[config.mk]
export PLATFORM = sky130hd
export DESIGN_NAME = vga_color_pipe
export DESIGN_NICKNAME = d
export VERILOG_FILES = /design/src/rtl/vga_pkg.sv /design/src/rtl/vga_pipe_hit.sv /design/src/rtl/vga_color_pipe.sv
export SDC_FILE = /design/constraint.sdc
export NUM_CORES = 1
export LEC_CHECK = 0
export CAP_MARGIN = 30
export CELL_PAD_IN_SITES_DETAIL_PLACEMENT = 0
export CELL_PAD_IN_SITES_GLOBAL_PLACEMENT = 1
export CORE_AREA = 2 2 118 120
export DETAILED_ROUTE_END_ITERATION = 6
export DIE_AREA = 0 0 120 122
export GPL_TIMING_DRIVEN = 1
export PLACE_DENSITY = 0.75
export SLEW_MARGIN = 5
export SYNTH_ARGS = -nofsm -noshare
export SYNTH_HDL_FRONTEND = slang
export SYNTH_SLANG_ARGS = --single-unit
export TNS_END_PERCENT = 30
[constraint.sdc]
create_clock -name clk -period 2.6 [get_ports clk]
set_input_delay 0.52 -clock clk [delete_from_list [all_inputs] [get_ports clk]]
set_output_delay 0.52 -clock clk [all_outputs]
set_load 0.005 [all_outputs]
[src/rtl/vga_pkg.sv]
// Shared colours and default geometry for the VGA colour pipeline.
package vga_pkg;

    localparam logic [11:0] COL_BIRD  = 12'h000;
    localparam logic [11:0] COL_PIPE  = 12'h3cf;
    localparam logic [11:0] COL_BG    = 12'hfff;
    localparam logic [11:0] COL_BLANK = 12'h000;

    localparam int unsigned BIRD_X   = 80;
    localparam int unsigned BIRD_W   = 30;
    localparam int unsigned BIRD_H   = 40;
    localparam int unsigned PIPE_W   = 30;
    localparam int unsigned PIPE_GAP = 140;
    localparam int unsigned V_ACTIVE = 480;
    localparam int unsigned H_ACTIVE = 640;

endpackage

[src/rtl/vga_pipe_hit.sv]
// Combinational hit test of one pixel against a single upper/lower pipe pair.
module vga_pipe_hit #(
    parameter int unsigned POS_W    = 10,
    parameter int unsigned PIPE_W   = 30,
    parameter int unsigned PIPE_GAP = 140,
    parameter int unsigned V_ACTIVE = 480
) (
    input  logic [POS_W-1:0] xPos,
    input  logic [POS_W-1:0] yPos,
    input  logic [POS_W-1:0] xPipe,
    input  logic [POS_W-1:0] yPipe,
    output logic             hit
);

    localparam int unsigned CW = POS_W + 2;

    logic [CW-1:0] xe, ye, xp, yp;
    logic          inCols, inUpper, inLower;

    // Offsets are added on the pixel side so a pipe near column/row 0 clips instead of wrapping.
    always_comb begin
        xe      = {2'b00, xPos};
        ye      = {2'b00, yPos};
        xp      = {2'b00, xPipe};
        yp      = {2'b00, yPipe};
        inCols  = (xe + CW'(PIPE_W) >= xp) && (xe < xp);
        inUpper = (ye + CW'(PIPE_GAP) < yp);
        inLower = (ye >= yp) && (ye < CW'(V_ACTIVE));
        hit     = inCols && (inUpper || inLower);
    end

endmodule

[src/rtl/vga_color_pipe.sv]
// Two-stage pixel colourer for bird and pipes, with frame-latched geometry and collision flag.
module vga_color_pipe
    import vga_pkg::*;
#(
    parameter int unsigned NUM_PIPES = 2,
    parameter int unsigned POS_W     = 10,
    parameter int unsigned RGB_W     = 12,
    parameter int unsigned BIRD_X    = vga_pkg::BIRD_X,
    parameter int unsigned BIRD_W    = vga_pkg::BIRD_W,
    parameter int unsigned BIRD_H    = vga_pkg::BIRD_H,
    parameter int unsigned PIPE_W    = vga_pkg::PIPE_W,
    parameter int unsigned PIPE_GAP  = vga_pkg::PIPE_GAP,
    parameter int unsigned V_ACTIVE  = vga_pkg::V_ACTIVE
) (
    input  logic                       clk,
    input  logic                       rst_n,
    input  logic                       frame_start,
    input  logic                       valid,
    input  logic [POS_W-1:0]           x_pos,
    input  logic [POS_W-1:0]           y_pos,
    input  logic [NUM_PIPES*POS_W-1:0] x_pipe,
    input  logic [NUM_PIPES*POS_W-1:0] y_pipe,
    input  logic [POS_W-1:0]           y_bird,
    output logic [RGB_W-1:0]           rgb,
    output logic                       rgb_valid,
    output logic                       collision,
    output logic                       collision_stb
);

    localparam int unsigned CW = POS_W + 2;

    logic [NUM_PIPES*POS_W-1:0] xPipeSh, yPipeSh;
    logic [POS_W-1:0]           yBirdSh;
    logic [NUM_PIPES-1:0]       pipeHit;
    logic                       birdHit;
    logic                       s1Valid, s1Bird, s1Pipe;
    logic                       hitAcc, overlap;
    logic [RGB_W-1:0]           rgbNext;

    for (genvar i = 0; i < NUM_PIPES; i++) begin : gPipe
        vga_pipe_hit #(
            .POS_W   (POS_W),
            .PIPE_W  (PIPE_W),
            .PIPE_GAP(PIPE_GAP),
            .V_ACTIVE(V_ACTIVE)
        ) uHit (
            .xPos (x_pos),
            .yPos (y_pos),
            .xPipe(xPipeSh[i*POS_W +: POS_W]),
            .yPipe(yPipeSh[i*POS_W +: POS_W]),
            .hit  (pipeHit[i])
        );
    end

    always_comb begin
        birdHit = ({2'b00, x_pos} >= CW'(BIRD_X))
               && ({2'b00, x_pos} < CW'(BIRD_X + BIRD_W))
               && ({2'b00, y_pos} + CW'(BIRD_H) >= {2'b00, yBirdSh})
               && ({2'b00, y_pos} < {2'b00, yBirdSh});
        overlap = s1Valid && s1Bird && s1Pipe;
        if (!s1Valid)    rgbNext = RGB_W'(COL_BLANK);
        else if (s1Bird) rgbNext = RGB_W'(COL_BIRD);
        else if (s1Pipe) rgbNext = RGB_W'(COL_PIPE);
        else             rgbNext = RGB_W'(COL_BG);
    end

    always_ff @(posedge clk) begin
        if (!rst_n) begin
            xPipeSh       <= '0;
            yPipeSh       <= '0;
            yBirdSh       <= '0;
            s1Valid       <= 1'b0;
            s1Bird        <= 1'b0;
            s1Pipe        <= 1'b0;
            rgb           <= '0;
            rgb_valid     <= 1'b0;
            hitAcc        <= 1'b0;
            collision     <= 1'b0;
            collision_stb <= 1'b0;
        end else begin
            if (frame_start) begin
                xPipeSh <= x_pipe;
                yPipeSh <= y_pipe;
                yBirdSh <= y_bird;
            end
            s1Valid   <= valid;
            s1Bird    <= birdHit;
            s1Pipe    <= |pipeHit;
            rgb       <= rgbNext;
            rgb_valid <= s1Valid;
            // An overlap seen on the closing cycle still belongs to the frame being reported.
            if (frame_start) begin
                collision     <= hitAcc | overlap;
                collision_stb <= 1'b1;
                hitAcc        <= 1'b0;
            end else begin
                collision_stb <= 1'b0;
                if (overlap) hitAcc <= 1'b1;
            end
        end
    end

endmodule

==> results_dict.tcl, run 1 <==
set metrics [dict create \
    outcome "finished clean" \
    syn-instance-count 515 \
    hold_violations_final 0 \
    grt.overflow.total 0 \
    worst-setup-path-type "primary input to flop" \
    ys_types 44 \
    grt_antenna_before_repair 0 \
    area_growth_pct 38.74 \
    final_min_period_over_clock_period_pct 95.66 \
    warnings_from_yosys 0 \
    final_antenna_net_count 0 \
    clock_net_sink_count 59 \
    detail_route.vias_per_cell 4.819 \
    synth_most_common_cell "sky130_fd_sc_hd__ha_1" \
    worst_hold_path_type "flop to flop" \
    clock_tree_from_tritoncts "built" \
    critPathLaunchType "primary input" \
    dr.max_layer_used "met4" \
    setup_viol 0 \
    clk_skew_ns 0.005421 \
    holdWs_ns 0.4563 \
    chipWidth_um 120 \
    worstMarginPinSlew_ns 0.4861 \
    layout_min_cycle_time_ns 2.487 \
    fin_area_um2 6515 \
    first_global_vias 4195 \
    design.portCount 89 \
    filler_cell_count 1281 \
    setup.reg_to_reg.worst_slack_ns 0.52 \
    timing.final.ws_setup_ns 0.1127 \
    layout.cells.non_filler 825 \
    fin_max_slew_vios 0 \
    postSynth.topFlopCell "sky130_fd_sc_hd__dfxtp_1" \
    wl_met1_um 5359 \
    synth_edf_count 0 \
    htree_levels 3 \
    synth.top_cells.by_count "95 x sky130_fd_sc_hd__ha_1, 61 x sky130_fd_sc_hd__inv_1, 59 x sky130_fd_sc_hd__dfxtp_1" \
    clock_insertion_delay_worst_skew_ns 0.33 \
    core_um2 13500 \
    postSynthNetCount 684 \
    clk_pin_slew_worst_paths_ns 0.05 \
    io_buffer_count 88 \
    grt_max_degree 57 \
    finalPower_mw 2.969 \
    share_of_synthesized_area_occupied_by_flip_flops_and_latches_pct 25.15 \
    powerDensity_nw_per_um2 455.7 \
    met3_wirelength_um 459 \
    dpl.hpwl_um 9629 \
    minimum_setup_slack_after_placement_ns -0.8781 \
    numCtsBuffers 9 \
    async_reset_ff_share_pct 0 \
    drcViolationCount 0 \
    fin_setup_tns_ns 0 \
    synth_largest_type_area_fraction_pct 25.31 \
    cts_root_buffer "sky130_fd_sc_hd__clkbuf_16" \
    avgSynthCellArea_um2 9.118 \
    synth_top_area_cell "sky130_fd_sc_hd__ha_1" \
    max_slew_margin_pct 67.25 \
    max_freq_mhz 402.0 \
    finalCoreUtilization_pct 48.24 \
    worst_ep_arrival_time_ns 2.76 \
    route.detailed.wl_per_inst_um 14.54 \
    chipHeight_um 122 \
    layout-drive-gt1-share_pct 16.74 \
    post_place_cells 807 \
    drt-total-wl_um 12000 \
    grt_util_all_layers_pct 17.27 \
    cap_viol_max_count 0 \
    syn-cell-area_um2 4696 \
    num-nets-final 811 \
    netlist_top_cells_area "sky130_fd_sc_hd__ha_1 25%, sky130_fd_sc_hd__dfxtp_1 25%, sky130_fd_sc_hd__mux2i_1 11%" \
    cts-root-to-sink-buffers 2 \
    cts_hold_buf 0 \
    setup.worst_path.end_class "flop" \
    max_fanout_on_critical_path 4 \
    row_cnt 43 \
    route.vias.total 3976 \
    power.leakage_nw 2.866 \
    globalplace.congestion 0.8248 \
    yosys_register_bits 59 \
    critical_path_required_time_ns 2.87 \
    met2_routed_length_um 5975 \
    vdd.ir_drop.worst_mv 0.2835 \
    start_util_pct 34.77 \
    dr.first_iter.drc_count 114 \
    postPlaceCellArea_um2 6027 \
    die_area_um2 14640 \
    num_antenna_cells 0 \
    drt_first_pass_iters 4 \
    grt_first_pass_wirelength_um 19910 \
]
==> worst max-delay path, stage by stage <==
cell and delay [ns]:
sky130_fd_sc_hd__clkdlybuf4s50_1 0.63, sky130_fd_sc_hd__buf_4 0.19, sky130_fd_sc_hd__xnor2_2 0.12, sky130_fd_sc_hd__ha_1 0.28, sky130_fd_sc_hd__buf_4 0.15, sky130_fd_sc_hd__o2111ai_2 0.09, sky130_fd_sc_hd__nor2_1 0.09, sky130_fd_sc_hd__a2111oi_2 0.29
sky130_fd_sc_hd__buf_4 0.16, sky130_fd_sc_hd__o221ai_2 0.08, sky130_fd_sc_hd__a21boi_2 0.14
==> path summary, 6_finish.rpt <==
path / start / cells past startpoint / end
setup reg to reg: xPipeSh[2] / 8 / s1Pipe
hold reg to reg: s1Bird / 1 / rgb[9]
setup / recovery: y_pos[7] / 11 / s1Pipe
hold / removal: s1Bird / 1 / rgb[9]
==> state kept, by name (all words and copies together), names as in the netlist, 2 cells and up <==
| signal | count |
|---|---|
| rgb | 2 |
| xPipeSh | 20 |
| yBirdSh | 10 |
| yPipeSh | 20 |
==> layout make-up <==
cell class                 instances  area [µm²]  share of cell area, %
multi-input combinational        371        3332                  51.14
timing repair buffer             140        1280                  19.65
sequential                        59        1181                  18.13
clock buffer                      11       252.7                  3.879
inverter                          61       229.0                  3.515
tap                              180       225.2                  3.457
clock inverter                     3       15.01                 0.2305
==> timing repair <==
| action | CTS | global route |
|---|---|---|
| pin swaps | 21 | 7 |
| buffers inserted | 3 | 1 |
| resized for setup | 46 | 9 |
| hold endpoints to repair | 0 | 0 |
| setup endpoints to repair | 1 | 1 |
==> routing by layer <==
layer | vias to the layer above | GRT usage, %
met1 | 1812 | 20.19
met4 | 0 | 5.515
met5 | - | 0
li1 | 2068 | -
met2 | 80 | 31.07
met3 | 16 | 4.073
==> kinds of logic (layout without fill, tap and decap cells) <==
group	after synthesis	after routing	synth area share, %
AO/OA/AOI/OAI	92	92	13.83
XOR/XNOR	18	18	3.357
adder cells (fa/ha/maj)	95	95	25.31
buffers and inverters	85	215	7.914
flip-flops	59	59	25.15
multiplexers	50	50	10.66
AND/OR/NAND/NOR	116	116	13.78
==> cell usage in the layout, fill, tap and decap left out, types with 4 or more instances in the layout <==
master and instances:
sky130_fd_sc_hd__ha_2 5, sky130_fd_sc_hd__inv_1 59, sky130_fd_sc_hd__a31oi_1 6, sky130_fd_sc_hd__nand4_1 7, sky130_fd_sc_hd__a21oi_1 15, sky130_fd_sc_hd__dlygate4sd2_1 6
sky130_fd_sc_hd__xnor2_2 5, sky130_fd_sc_hd__dfxtp_1 59, sky130_fd_sc_hd__xnor2_1 9, sky130_fd_sc_hd__nand2_1 14, sky130_fd_sc_hd__clkbuf_16 9, sky130_fd_sc_hd__a21o_1 4
sky130_fd_sc_hd__a2111oi_0 4, sky130_fd_sc_hd__o2111ai_1 6, sky130_fd_sc_hd__clkdlybuf4s50_1 77, sky130_fd_sc_hd__nor2b_1 53, sky130_fd_sc_hd__a211oi_1 8, sky130_fd_sc_hd__mux2i_1 50
sky130_fd_sc_hd__ha_1 89, sky130_fd_sc_hd__buf_4 51, sky130_fd_sc_hd__nor2_1 17, sky130_fd_sc_hd__a211o_1 4, sky130_fd_sc_hd__o21ai_0 16, sky130_fd_sc_hd__nand3_1 7
==> report_power, final <==
part | leakage [nW] | total (mW) | switching [mW] | internal (mW)
Clock | 0.137 | 1.09 | 0.412 | 0.679
Sequential | 0.487 | 0.987 | 0.0287 | 0.959
Combinational | 2.24 | 0.890 | 0.417 | 0.473
Total | 2.87 | 2.97 | 0.858 | 2.11
Note: power is estimated with default switching activity, not from simulation.
==> inputs of run 2 (changes only) <==
Settings changed: SLEW_MARGIN 5 to 20.
==> results of run 2 <==
Final layout, timing and power as in run 1 (identical DEF).
==> inputs of run 3 (changes only) <==
Settings changed: REMOVE_ABC_BUFFERS set to 1.
==> run 3 against run 2 <==
Compared with the run above: design area is 0.21% higher; worst hold slack better by 0.0010 ns; largest power group unchanged; clock power is 18% higher; register-to-register slack hardly changed; wire length is 0.28% higher; critical path type unchanged; worst setup slack worse by 0.025 ns; die area stayed put; clock skew is 0.0018 ns higher; global-route usage hardly changed; critical path depth is 1 lower; combinational power is 1% higher; flip-flop and latch count stayed put.
==> results_dict.tcl, run 3 (synthesis gave the netlist of run 1 again) <==
set metrics [dict create \
    layout_min_cycle_time_ns 2.512 \
    drt_first_pass_iters 4 \
    final_antenna_net_count 0 \
    max_slew_margin_pct 73.15 \
    clock_tree_from_tritoncts "built" \
    detail_route.vias_per_cell 4.873 \
    area_growth_pct 39.04 \
    grt_first_pass_wirelength_um 20060 \
    ff2ff_path_depth 7 \
    combinationalPowerShare_pct 28.3 \
    crit_cells 10 \
    switching_power_uw 908.8 \
    clk_pin_slew_worst_paths_ns 0.06 \
    setup_viol 0 \
    hold_violations_final 0 \
    outcome "finished clean" \
    worst_path_max_delay_cell "sky130_fd_sc_hd__clkdlybuf4s50_1" \
    largestRegisters "xPipeSh (20), yPipeSh (20), yBirdSh (10)" \
    clk_skew_ns 0.007177 \
    worst-setup-path-type "primary input to flop" \
    seq_power_share_pct 31.0 \
    filler_cell_count 1245 \
    core_um2 13500 \
    row_cnt 43 \
    clock_insertion_delay_worst_skew_ns 0.34 \
    dr.first_iter.drc_count 168 \
    cts_root_buffer "sky130_fd_sc_hd__clkbuf_16" \
    io_buffer_count 88 \
    fin_max_slew_vios 0 \
    worstMarginPinSlew_ns 0.3926 \
    cts-root-to-sink-buffers 2 \
    max_fanout_on_critical_path 5 \
    swShare_pct 28.56 \
    slowest_delay_ns 0.63 \
    final_common_cell "sky130_fd_sc_hd__ha_1" \
    dpl.hpwl_um 9483 \
    cap_viol_max_count 0 \
    power.leakage_nw 2.844 \
    htree_levels 3 \
    max_freq_mhz 398.1 \
    grt_max_degree 55 \
    timing.final.ws_setup_ns 0.08803 \
    final_min_period_over_clock_period_pct 96.61 \
    design.portCount 89 \
    worst_ep_arrival_time_ns 2.74 \
    timing.critical_path.buf_inv 1 \
    finalPower_mw 3.182 \
    minimum_setup_slack_after_placement_ns -0.9530 \
    power_report.internal_total_mw 2.273 \
    fin_setup_tns_ns 0 \
    die_area_um2 14640 \
    start_util_pct 34.77 \
    power.clock.fraction_pct 40.7 \
    ordered_cell_list_for_the_critical_path "clkdlybuf4s50_1, and2_1, nand2_1, xnor2_2, ha_1, nand4_1, nor3_1, o311a_1, o221ai_2, a21boi_2" \
    grt_antenna_before_repair 0 \
    route.vias.total 4015 \
    drcViolationCount 0 \
    chipHeight_um 122 \
    powerDensity_nw_per_um2 487.4 \
    critPathLaunchType "primary input" \
    most_frequent_cells_in_the_layout "89 x sky130_fd_sc_hd__ha_1, 78 x sky130_fd_sc_hd__clkdlybuf4s50_1, 60 x sky130_fd_sc_hd__inv_1" \
    critical_path_required_time_ns 2.83 \
    layout-drive-gt1-share_pct 15.84 \
    worst_hold_path_depth 1 \
    critical_path.top_delay_family "compound AO/OA/AOI/OAI gates" \
    route.detailed.wl_per_inst_um 14.60 \
    first_global_vias 4266 \
    num_antenna_cells 0 \
    setup.worst_path.end_class "flop" \
    drt-total-wl_um 12030 \
    chipWidth_um 120 \
    worst_hold_path_type "flop to flop" \
    clock_net_sink_count 59 \
    vdd.ir_drop.worst_mv 0.2718 \
    num-nets-final 808 \
    grt_util_all_layers_pct 17.29 \
    numCtsBuffers 9 \
    finalCoreUtilization_pct 48.35 \
    grt.overflow.total 0 \
    globalplace.congestion 0.8729 \
    cts_hold_buf 0 \
]
[run 3: path summary, 6_finish.rpt]
check         startpoint     end  slack (ns)
min               s1Bird  rgb[9]        0.46
max             x_pos[5]  s1Pipe        0.09
min reg2reg       s1Bird  rgb[9]        0.46
max reg2reg  yPipeSh[12]  s1Pipe        0.53
[run 3: final cells by class]
class | count | area, µm² | share of cell area, %
repair buffers | 137 | 1255 | 19.22
multi-input cells | 371 | 3319 | 50.84
inverters | 61 | 229.0 | 3.507
flip-flops and latches | 59 | 1181 | 18.09
clock buffers | 10 | 229.0 | 3.507
clock inverters | 6 | 90.09 | 1.380
well taps | 180 | 225.2 | 3.450
[run 3: through the flow]
step	hold slack, ns	instances	area (µm²)
2_1_floorplan	0.3979	491	4553
3_3_place_gp	0.4417	805	6012
3_5_place_dp	0.4511	805	6012
4_1_cts	0.4663	823	6442
5_1_grt	0.4915	824	6529
6_report	0.4573	824	6529
[run 3: repair_timing]
item                                   CTS  global route
setup buffers                            2             1
gates resized for setup                 32            18
setup endpoints to repair                1             1
pin swaps                               15            12
endpoints found under the hold margin    0             0
[run 3: routing by layer]
layer	up-vias	share of wire, %	GRT usage, %
met5	-	0	0
met4	0	2.0	5.809
met2	94	47	30.22
met3	22	4.8	4.401
met1	1846	46	20.63
li1	2053	-	-
[run 3: power groups by stage]
| stage | logic (mW) | registers, mW | clock network, mW |
|---|---|---|---|
| after floorplan | 0.438 | 0.998 | 0 |
| after global placement | 0.801 | 1.01 | 0 |
| after detailed placement | 0.830 | 1.01 | 0 |
| after CTS | 0.875 | 0.987 | 1.33 |
| after global routing | 1.01 | 0.993 | 1.37 |
| final | 0.902 | 0.986 | 1.29 |
